**src/rtl/router_src_arbiter.sv**
```systemverilog
// Packet-level round-robin arbiter sharing the single router input among NUM_SRC sources.
// A grant covers one whole packet: header, payload and parity, plus a drain cycle for router busy.
module router_src_arbiter #(
  parameter int unsigned NUM_SRC = 4,
  parameter int unsigned DW      = 8
) (
  input  logic                  clk,
  input  logic                  resetn,
  input  logic [NUM_SRC-1:0]    src_pkt_valid,
  input  logic [NUM_SRC*DW-1:0] src_data,
  input  logic                  router_busy,
  output logic [NUM_SRC-1:0]    src_busy,
  output logic [NUM_SRC-1:0]    src_grant,
  output logic                  pkt_valid,
  output logic [DW-1:0]         data_in,
  output logic                  len_err
);

  localparam int unsigned IW = (NUM_SRC > 1) ? $clog2(NUM_SRC) : 1;
  localparam int unsigned LW = DW - 2;
  localparam int unsigned CW = DW - 1;
  // Saturation point sits one past the largest legal header+len count.
  localparam logic [CW-1:0] CNT_MAX = CW'((1 << LW) + 1);

  localparam logic [1:0] S_IDLE  = 2'd0;
  localparam logic [1:0] S_XFER  = 2'd1;
  localparam logic [1:0] S_DRAIN = 2'd2;

  logic [1:0]         r_state, w_state_nxt;
  logic [IW-1:0]      r_rr_ptr, w_rr_ptr_nxt;
  logic [IW-1:0]      r_gidx, w_gidx_nxt;
  logic [NUM_SRC-1:0] r_grant, w_grant_nxt;
  logic [CW-1:0]      r_byte_cnt, w_byte_cnt_nxt;
  logic [LW-1:0]      r_len, w_len_nxt;
  logic               r_len_err, w_len_err_nxt;

  logic               w_found;
  logic [IW-1:0]      w_pick;
  logic [IW-1:0]      w_cand;
  logic               w_sel_valid;
  logic [DW-1:0]      w_sel_data;
  logic               w_accept;

  // First requester at or after rr_ptr, searching upward with wrap.
  always_comb begin
    w_found = 1'b0;
    w_pick  = '0;
    w_cand  = '0;
    for (int k = 0; k < int'(NUM_SRC); k++) begin
      w_cand = IW'((int'(r_rr_ptr) + k) % int'(NUM_SRC));
      if (!w_found && src_pkt_valid[w_cand]) begin
        w_found = 1'b1;
        w_pick  = w_cand;
      end
    end
  end

  always_comb begin
    w_sel_valid = src_pkt_valid[r_gidx];
    w_sel_data  = src_data[int'(r_gidx)*DW +: DW];
    src_busy    = '1;
    pkt_valid   = 1'b0;
    data_in     = '0;
    if (r_state == S_XFER) begin
      pkt_valid        = w_sel_valid;
      data_in          = w_sel_data;
      src_busy[r_gidx] = router_busy;
    end
  end

  assign w_accept = (r_state == S_XFER) && w_sel_valid && !router_busy;

  always_comb begin
    w_state_nxt    = r_state;
    w_rr_ptr_nxt   = r_rr_ptr;
    w_gidx_nxt     = r_gidx;
    w_grant_nxt    = r_grant;
    w_byte_cnt_nxt = r_byte_cnt;
    w_len_nxt      = r_len;
    w_len_err_nxt  = 1'b0;
    case (r_state)
      S_IDLE: begin
        if (w_found && !router_busy) begin
          w_grant_nxt         = '0;
          w_grant_nxt[w_pick] = 1'b1;
          w_gidx_nxt          = w_pick;
          w_state_nxt         = S_XFER;
        end
      end
      S_XFER: begin
        if (w_accept) begin
          if (r_byte_cnt == '0) w_len_nxt = w_sel_data[DW-1:2];
          if (r_byte_cnt != CNT_MAX) w_byte_cnt_nxt = r_byte_cnt + CW'(1);
          // Byte beyond header plus len payload bytes is an overrun.
          if (r_byte_cnt == ({1'b0, r_len} + CW'(1))) w_len_err_nxt = 1'b1;
        end else if (!w_sel_valid && !router_busy) begin
          w_state_nxt = S_DRAIN;
        end
      end
      S_DRAIN: begin
        if (!router_busy) begin
          w_grant_nxt    = '0;
          w_byte_cnt_nxt = '0;
          w_rr_ptr_nxt   = IW'((int'(r_gidx) + 1) % int'(NUM_SRC));
          w_state_nxt    = S_IDLE;
        end
      end
      default: w_state_nxt = S_IDLE;
    endcase
  end

  always_ff @(posedge clk or negedge resetn) begin
    if (!resetn) begin
      r_state    <= S_IDLE;
      r_rr_ptr   <= '0;
      r_gidx     <= '0;
      r_grant    <= '0;
      r_byte_cnt <= '0;
      r_len      <= '0;
      r_len_err  <= 1'b0;
    end else begin
      r_state    <= w_state_nxt;
      r_rr_ptr   <= w_rr_ptr_nxt;
      r_gidx     <= w_gidx_nxt;
      r_grant    <= w_grant_nxt;
      r_byte_cnt <= w_byte_cnt_nxt;
      r_len      <= w_len_nxt;
      r_len_err  <= w_len_err_nxt;
    end
  end

  assign src_grant = r_grant;
  assign len_err   = r_len_err;

endmodule

```
**config.mk**
```make
export PLATFORM = sky130hd
export DESIGN_NAME = router_src_arbiter
export DESIGN_NICKNAME = d
export VERILOG_FILES = /design/src/rtl/router_src_arbiter.sv
export SDC_FILE = /design/constraint.sdc
export NUM_CORES = 1
export LEC_CHECK = 0
export CORE_MARGIN = 5
export CORE_UTILIZATION = 40
export CTS_CLUSTER_DIAMETER = 200
export DETAILED_ROUTE_END_ITERATION = 6
export DONT_BUFFER_PORTS = 1
export PLACE_DENSITY_LB_ADDON = 0.2
export SLEW_MARGIN = 40
export SYNTH_ARGS = -nofsm -noshare
export SYNTH_HDL_FRONTEND = slang
export SYNTH_SLANG_ARGS = --single-unit
```
**constraint.sdc**
```tcl
create_clock -name clk -period 1.9 [get_ports clk]
set_clock_uncertainty 0.05 [all_clocks]
set_input_delay 0.095 -clock clk [delete_from_list [all_inputs] [get_ports clk]]
set_output_delay 0.095 -clock clk [all_outputs]
set_load 0.05 [all_outputs]
```
==> flow_summary.ini, run 1 <==
[run_status]
status = completed

[sta]
slew_headroom_pct = 67.9
min_period_over_period_pct = 94.9
min_period_ps = 1800
max_freq_mhz = 554
hold_viol_final = 0
timing.setup.tns_ps = 0
finalMaxSlewViolations = 0
rsz0062_at_grt = no
worst_pin_slew_ps = 481
setup_viol = 0

[power_and_ir_drop]
leakage_nw = 0.854
cell_internal_pwr_mw = 1.64
combPwrFrac_pct = 57.6
power_density_nw_per_um2 = 1640
swShare_pct = 49.1
p_clk_share_pct = 9.7
p_seq_share_pct = 32.7
ir_drop_v = 0.000710
netSwitchingPower_mw = 1.58

[drt]
drc = 0
num_vias = 1358
wl_per_cell_um = 18.5
ant_nets = 0
drt-pass1-iter-count = 4
vias_per_cell = 5.75
drt_iter0_drc = 31
routed_wl_um = 4370

[synth]
yosys_most_used_dff = dfrtp_1
netlist_instances = 173
yosys.cell_types.count = 40
post-synth-top-count-cell = dfrtp_1
synthesis.nets = 220
netlist_area_sq_um = 1730
synth_edf_count = 0
synth.top_cell.area_share_pct = 34.7
seq_area_frac_synth_pct = 34.7
syn_area_per_cell_sq_um = 10.0
synth_area_leaders = dfrtp_1 35%, mux4_2 12%, ha_1 5.8%, mux2_2 3.9%, and2_1 3.6%
synth_seq_cells = 24
synth-warning-count = 0
ys_top_cells_by_count = 24 x dfrtp_1, 16 x nand2_1, 10 x and2_1
synth_top_cell_by_area = dfrtp_1
synthArstFlopShare_pct = 100

[cts]
cts_buffers = 3
cts_max_path_buffers = 2
clock_latency_ps = 270
clk_pin_slew_worst_paths_ps = 90
cts-root-buf = clkbuf_8
cts_sinks = 24
htreeDepth = 1
tritoncts = done
post-cts-setup-buffers = 0

[critical_path]
r2r_end = r_len[1]
cp_data_arrival_time_ps = 1660
cp-end-kind = output port
worstPathMaxFanout = 7
crit_type = reg2out
worstPathCellList = mux4_2, buf_4, and2_1, buf_6
reg2reg_slack_ps = 110
rr_worst_depth = 4
worst-path-buf-inv = 2
crit_family = multiplexers
rr_startpoint = r_gidx[0]
start_kind = flip-flop
critPathMaxStageDelay_ps = 520
cp-startpoint = r_gidx[0]
required_ps = 1750
slowest_stage = mux4_2

[hold_path]
min_path_type = in2reg
hold_end = r_byte_cnt[5]
hp-start = router_busy
hold_depth = 2

[global_route]
grtUsageTotal_pct = 15.4
gr-usage-met1_pct = 19.2
antenna_found_initial = 0
grt_max_degree = 25
grt_pass1_vias = 1360
top_usage_layer = met2
met3_usage_pct = 4.22
gr-total-overflow = 0
grt_pass1_wl_um = 6700
met2_usage_pct = 26.3

[layout]
layout.cells.non_filler = 236
drive_gt1_share_pct = 26.1
antenna_cells = 0
syn_to_final_growth_pct = 13.3
fin_nets = 233
utilization_pct = 46.0

[floorplan]
core_sq_um = 4260
ioPinCount = 57
die-width_um = 75.8
die_h_um = 75.8
initial_core_util_pct = 40.6
rows = 24
design.die.area_sq_um = 5750

[flow_run]
max-cap-violations = 0

[placement]
port_buffers = 0
hpwl_um = 3470
placed_cells = 230
gp_congestion = 0.887
[how the worst max path moves through the flow]
stage,endpoint,slack [ps],cells past startpoint
2_1_floorplan,r_len[0],90,4
3_3_place_gp,r_len[1],150,4
3_5_place_dp,r_len[2],120,4
4_1_cts,data_in[3],40,3
5_1_grt,data_in[1],8,3
6_report,pkt_valid,100,4
[power groups by stage]
stage,combinational (mW),sequential (mW),clock (mW)
final,1.86,1.05,0.312
after global routing,2.02,1.09,0.341
after CTS,1.82,1.05,0.323
after detailed placement,1.77,1.06,0
after global placement,1.72,1.05,0
after floorplan,1.41,1.01,0
[timing repair]
| action | CTS | global route |
|---|---|---|
| endpoints found under the setup margin | 8 | 7 |
| resized for setup | 9 | 7 |
| hold buffers | 3 | 0 |
| hold endpoints to repair | 27 | 0 |
[cell families (layout without fill, tap and decap cells)]
| logic type | Yosys count | after routing | synth area share, % |
|---|---|---|---|
| buffers and inverters | 16 | 27 | 3.97 |
| AND/OR/NAND/NOR | 69 | 69 | 22.6 |
| AO/OA/AOI/OAI | 26 | 26 | 9.46 |
| multiplexers | 20 | 20 | 18.5 |
| XOR/XNOR | 10 | 10 | 5.05 |
| flip-flops | 24 | 24 | 34.7 |
| adder cells (fa/ha/maj) | 8 | 8 | 5.78 |
[state kept, by name (all words and copies together), names as in the netlist]
name and cells:
r_len 6, r_byte_cnt 7, r_gidx 2, src_grant 4, len_err 1, r_rr_ptr 2, r_state 2
[routing by layer]
layer | part of all wire [%] | up-vias | wire (um)
met3 | 3.9 | 5 | 171
met4 | 1.1 | 0 | 48
met5 | 0 | - | 0
met2 | 55 | 21 | 2400
li1 | - | 650 | -
met1 | 40 | 682 | 1750
[placed cells by master, fill, tap and decap left out, types with 4 or more instances in the layout]
cell     instances
dfrtp_1         24
nand2_1         16
buf_4           11
mux4_2           9
inv_1            8
nand3_1          8
ha_1             8
a21oi_1          7
o21ai_0          7
nor2_1           7
and2_4           6
nand4_1          6
xor2_1           6
mux2_2           6
mux2i_1          5
xnor2_1          4
o31ai_1          4
[layout make-up]
type	instances	area, sq um
timing repair buffer	16	145
sequential	24	601
fill	426	2300
multi-input combinational	133	1080
inverter	8	30.0
tap	52	65.1
clock buffer	3	41.3
[stage by stage]
stage | area [sq um] | power, mW | setup slack [ps] | hold WS (ps)
after detailed placement | 1860 | 2.83 | 116 | -249
final | 1960 | 3.22 | 96.2 | 1.58
after CTS | 1950 | 3.20 | 40.9 | 6.79
after global routing | 1960 | 3.45 | 7.62 | 26.8
after global placement | 1860 | 2.77 | 146 | -250
after floorplan | 1730 | 2.42 | 89.1 | -251
(Power assumes the default switching activity.)
==> inputs of run 2 (changes only) <==
- CORE_MARGIN: 5 -> 2
==> run 2 against run 1 <==
Compared with the run above: total power fell by 0.55%; combinational power is essentially flat; first-iteration DRC count up 45%; setup slack got worse by 25 ps; critical path type unchanged; critical endpoint unchanged.
==> flow_summary.ini, run 2 (same netlist as run 1, synthesis figures left out) <==
[drt]
wl_per_cell_um = 17.6
drc = 0
vias_per_cell = 5.81
ant_nets = 0
drt_iter0_drc = 45
drt-pass1-iter-count = 4
routed_wl_um = 4100
num_vias = 1353

[layout]
multi_input_area_sq_um = 1080
largest_reg_flops = 7
final_cell_mix = 24 x dfrtp_1, 16 x nand2_1, 10 x buf_4
largest-register = r_byte_cnt
nFillCells = 403
fin_area_sq_um = 1950
regArea_sq_um = 601
fin_nets = 232
antenna_cells = 0
syn_to_final_growth_pct = 12.7
final_common_cell = dfrtp_1
drive_gt1_share_pct = 25.7
utilization_pct = 47.8

[sta]
timing.setup.tns_ps = 0
worst_slack_ps = 70.7
hold_viol_final = 0
worst_pin_slew_ps = 480
min_period_over_period_pct = 96.3
setup_viol = 0
min_period_ps = 1830
rsz0062_at_grt = yes
finalMaxSlewViolations = 0
max_freq_mhz = 547
slew_headroom_pct = 68.0

[cts]
htreeDepth = 1
tritoncts = done
cts_max_path_buffers = 2
cts-root-buf = clkbuf_8
cts_sinks = 24
post-cts-setup-buffers = 0
clk_pin_slew_worst_paths_ps = 80
cts_buffers = 3
clock_latency_ps = 270

[hold_path]
hold_end = r_byte_cnt[6]
hp-start = router_busy
hold_depth = 2
min_path_type = in2reg

[global_route]
antenna_found_initial = 0
grt_pass1_vias = 1461
grtUsageTotal_pct = 17.1
grt_pass1_wl_um = 6660
grt_max_degree = 25
gr-total-overflow = 0

[critical_path]
start_kind = flip-flop
worstPathCellList = mux4_2, buf_4, and2_1, buf_6
critPathMaxStageDelay_ps = 520
slowest_stage = mux4_2
reg2reg_slack_ps = 80
cp-end-kind = output port
r2r_end = r_len[5]
rr_startpoint = r_byte_cnt[3]
cp_data_arrival_time_ps = 1680
crit_type = reg2out
rr_worst_depth = 4
worstPathMaxFanout = 7
required_ps = 1750

[placement]
pre_cts_ws_ps = 101
port_buffers = 0
gp_congestion = 0.818
hpwl_um = 3260
dpl_cell_area_sq_um = 1850

[floorplan]
design.die.area_sq_um = 4870
initial_core_util_pct = 42.4
die-width_um = 69.8
core_sq_um = 4090
die_h_um = 69.8
rows = 23
ioPinCount = 57

[flow_run]
max-cap-violations = 0

[power_and_ir_drop]
fin_total_pwr_mw = 3.20
leakage_nw = 0.849
power_density_nw_per_um2 = 1640
ir_drop_v = 0.000930

[run_status]
status = completed
[run 2: cell type report]
| cell class | count | share of cell area, % |
|---|---|---|
| multi-input cells | 133 | 55.3 |
| inverters | 8 | 1.54 |
| well taps | 50 | 3.20 |
| flip-flops and latches | 24 | 30.7 |
| clock buffers | 3 | 2.11 |
| repair buffers | 15 | 7.05 |
[run 2: power by group]
part / switching (mW) / total [mW] / internal [mW]
Sequential: 0.344 / 1.04 / 0.700
Clock: 0.165 / 0.307 / 0.142
Combinational: 1.06 / 1.85 / 0.792
[run 2: worst max-delay path by stage]
stage / from / to / slack [ps] / cells after the start
after floorplan: r_gidx[0] / r_len[0] / 90 / 4
after global placement: r_byte_cnt[3] / r_len[2] / 150 / 4
after detailed placement: r_byte_cnt[3] / r_len[5] / 100 / 4
after CTS: r_gidx[0] / data_in[5] / 30 / 3
after global routing: r_gidx[0] / data_in[0] / 1 / 3
final: r_gidx[0] / pkt_valid / 70 / 4
[run 2: through the flow]
stage               std cells  hold WS (ps)
finish                    233         0.644
global route              233          18.2
CTS                       233          6.83
detailed placement        227          -250
global placement          227          -250
floorplan                 173          -251
[run 2: worst max-delay path: cells and delay by family, from the launching register on]
| kind | cells | cell delay [ps] |
|---|---|---|
| buf+inv | 2 | 330 |
| mux | 1 | 520 |
| simple gates | 1 | 170 |
| flops | 1 | 390 |
[run 2: what timing repair did]
item / CTS / global route
endpoints found under the setup margin: 8 / 9
resized for setup: 7 / 9
pin swaps: 0 / 0
hold buffers: 3 / 0
hold endpoints to repair: 27 / 0
[run 2: per-layer routing]
metal | vias to the layer above | share of wire, % | track usage, %
met3 | 9 | 4.0 | 3.92
met5 | - | 0 | 0
met1 | 666 | 42 | 19.8
met4 | 0 | 1.5 | 4.70
li1 | 649 | - | -
met2 | 29 | 53 | 31.2
==> inputs of run 3 (changes only) <==
- CELL_PAD_IN_SITES_DETAIL_PLACEMENT: default -> 1
- CELL_PAD_IN_SITES_GLOBAL_PLACEMENT: default -> 2
- CORE_UTILIZATION: 40 -> 34
==> run 3 against run 2 <==
Compared with the run above: non-clock buffer count is 2 higher; first-iteration DRC count is 29% lower; via count grew 2.1%; flip-flop and latch count did not move.
==> flow_summary.ini, run 3 (same netlist as run 1, synthesis figures left out) <==
[cts]
htreeDepth = 1
clock_latency_ps = 260
cts_sinks = 24
cts-root-buf = clkbuf_8
cts_max_path_buffers = 2
tritoncts = done
cts_buffers = 3
clk_pin_slew_worst_paths_ps = 90

[critical_path]
crit_type = reg2out
crit_family = multiplexers
worstPathCellList = buf_6, mux4_2, and2_2
start_kind = flip-flop
required_ps = 1750
critPathMaxStageDelay_ps = 510
worstSetupPathDepth = 3
slowest_stage = mux4_2
worstPathMaxFanout = 12
cp_data_arrival_time_ps = 1680
rr_worst_depth = 4
cp-end-kind = output port
worst-path-buf-inv = 1

[floorplan]
die-width_um = 75.4
design.die.area_sq_um = 5680
die_h_um = 75.4
core_sq_um = 4820
rows = 25
ioPinCount = 57
initial_core_util_pct = 36.0

[placement]
gp_congestion = 0.800
port_buffers = 0
hpwl_um = 3690

[sta]
min_period_over_period_pct = 95.8
holdWs_ps = 24.0
hold_viol_final = 0
max_freq_mhz = 549
slew_headroom_pct = 67.0
rsz0062_at_grt = no
timing.setup.tns_ps = 0
setup_viol = 0
worst_pin_slew_ps = 495
min_period_ps = 1820
finalMaxSlewViolations = 0

[power_and_ir_drop]
p_seq_share_pct = 30.9
cell_internal_pwr_mw = 1.79
combPwrFrac_pct = 56.1
p_clk_share_pct = 13.0
power_density_nw_per_um2 = 1680
leakage_nw = 0.884
netSwitchingPower_mw = 1.61
ir_drop_v = 0.000571
swShare_pct = 47.3

[layout]
drive_gt1_share_pct = 26.9
final_common_cell = dfrtp_1
antenna_cells = 0
utilization_pct = 42.0
final_cell_mix = 24 x dfrtp_1, 16 x nand2_1, 12 x buf_4
fin_nets = 234
largest_reg_flops = 7
syn_to_final_growth_pct = 16.8
largest-register = r_byte_cnt

[drt]
wl_per_cell_um = 17.9
num_vias = 1382
drc = 0
routed_wl_um = 4520
vias_per_cell = 5.46
drt_iter0_drc = 32
ant_nets = 0
drt-pass1-iter-count = 4

[hold_path]
hold_depth = 2
min_path_type = in2reg

[global_route]
grt_pass1_wl_um = 6970
gr-total-overflow = 0
antenna_found_initial = 0
grtUsageTotal_pct = 15.9
grt_pass1_vias = 1426
grt_max_degree = 25

[flow_run]
max-cap-violations = 0

[run_status]
status = completed
[run 3: final cells by class]
class / instances / area (sq um)
Clock buffer: 3 / 41.3
Clock inverter: 1 / 30.0
Fill cell: 558 / 2790
Inverter: 8 / 30.0
Multi-Input combinational cell: 133 / 1090
Sequential cell: 24 / 601
Tap cell: 67 / 83.8
Timing Repair Buffer: 17 / 153
[run 3: what timing repair did]
item | CTS | global route
hold buffers | 3 | 0
setup endpoints to repair | 8 | 10
resized for setup | 8 | 9
hold endpoints to repair | 27 | 0
buffers inserted | 0 | 0
[run 3: routing by layer]
metal / up-vias / global-route usage, % / part of all wire, %
li1: 657 / - / -
met1: 697 / 21.4 / 42
met2: 24 / 27.7 / 54
met3: 4 / 2.51 / 3.1
met4: 0 / 2.34 / 0.53
met5: - / 0 / 0
[run 3: final timing paths]
check,from,end,slack (ps)
worst max-delay path,r_gidx[0],data_in[0],80
worst min-delay path,router_busy,r_state[0],20
worst max register to register,r_gidx[0],r_len[1],130
worst min register to register,r_state[1],r_state[0],490
max in group asynchronous,resetn,r_len[2],1440
min in group asynchronous,resetn,src_grant[0],210
[run 3: power groups by stage]
| stage | Combinational, mW | Clock (mW) | Sequential, mW |
|---|---|---|---|
| 6_report | 1.91 | 0.443 | 1.05 |
| 3_3_place_gp | 1.76 | 0 | 1.04 |
| 3_5_place_dp | 1.82 | 0 | 1.06 |
| 4_1_cts | 1.87 | 0.464 | 1.05 |
| 2_1_floorplan | 1.41 | 0 | 1.01 |
| 5_1_grt | 2.06 | 0.485 | 1.08 |
[run 3: through the flow]
| stage | cell area, sq um | power [mW] | cells | setup WS, ps |
|---|---|---|---|---|
| 2_1_floorplan | 1730 | 2.42 | 173 | 89.1 |
| 3_3_place_gp | 1880 | 2.81 | 246 | 163 |
| 3_5_place_dp | 1880 | 2.87 | 246 | 115 |
| 4_1_cts | 2010 | 3.38 | 253 | 15.2 |
| 5_1_grt | 2020 | 3.63 | 253 | 11.2 |
| 6_report | 2020 | 3.40 | 253 | 80.0 |
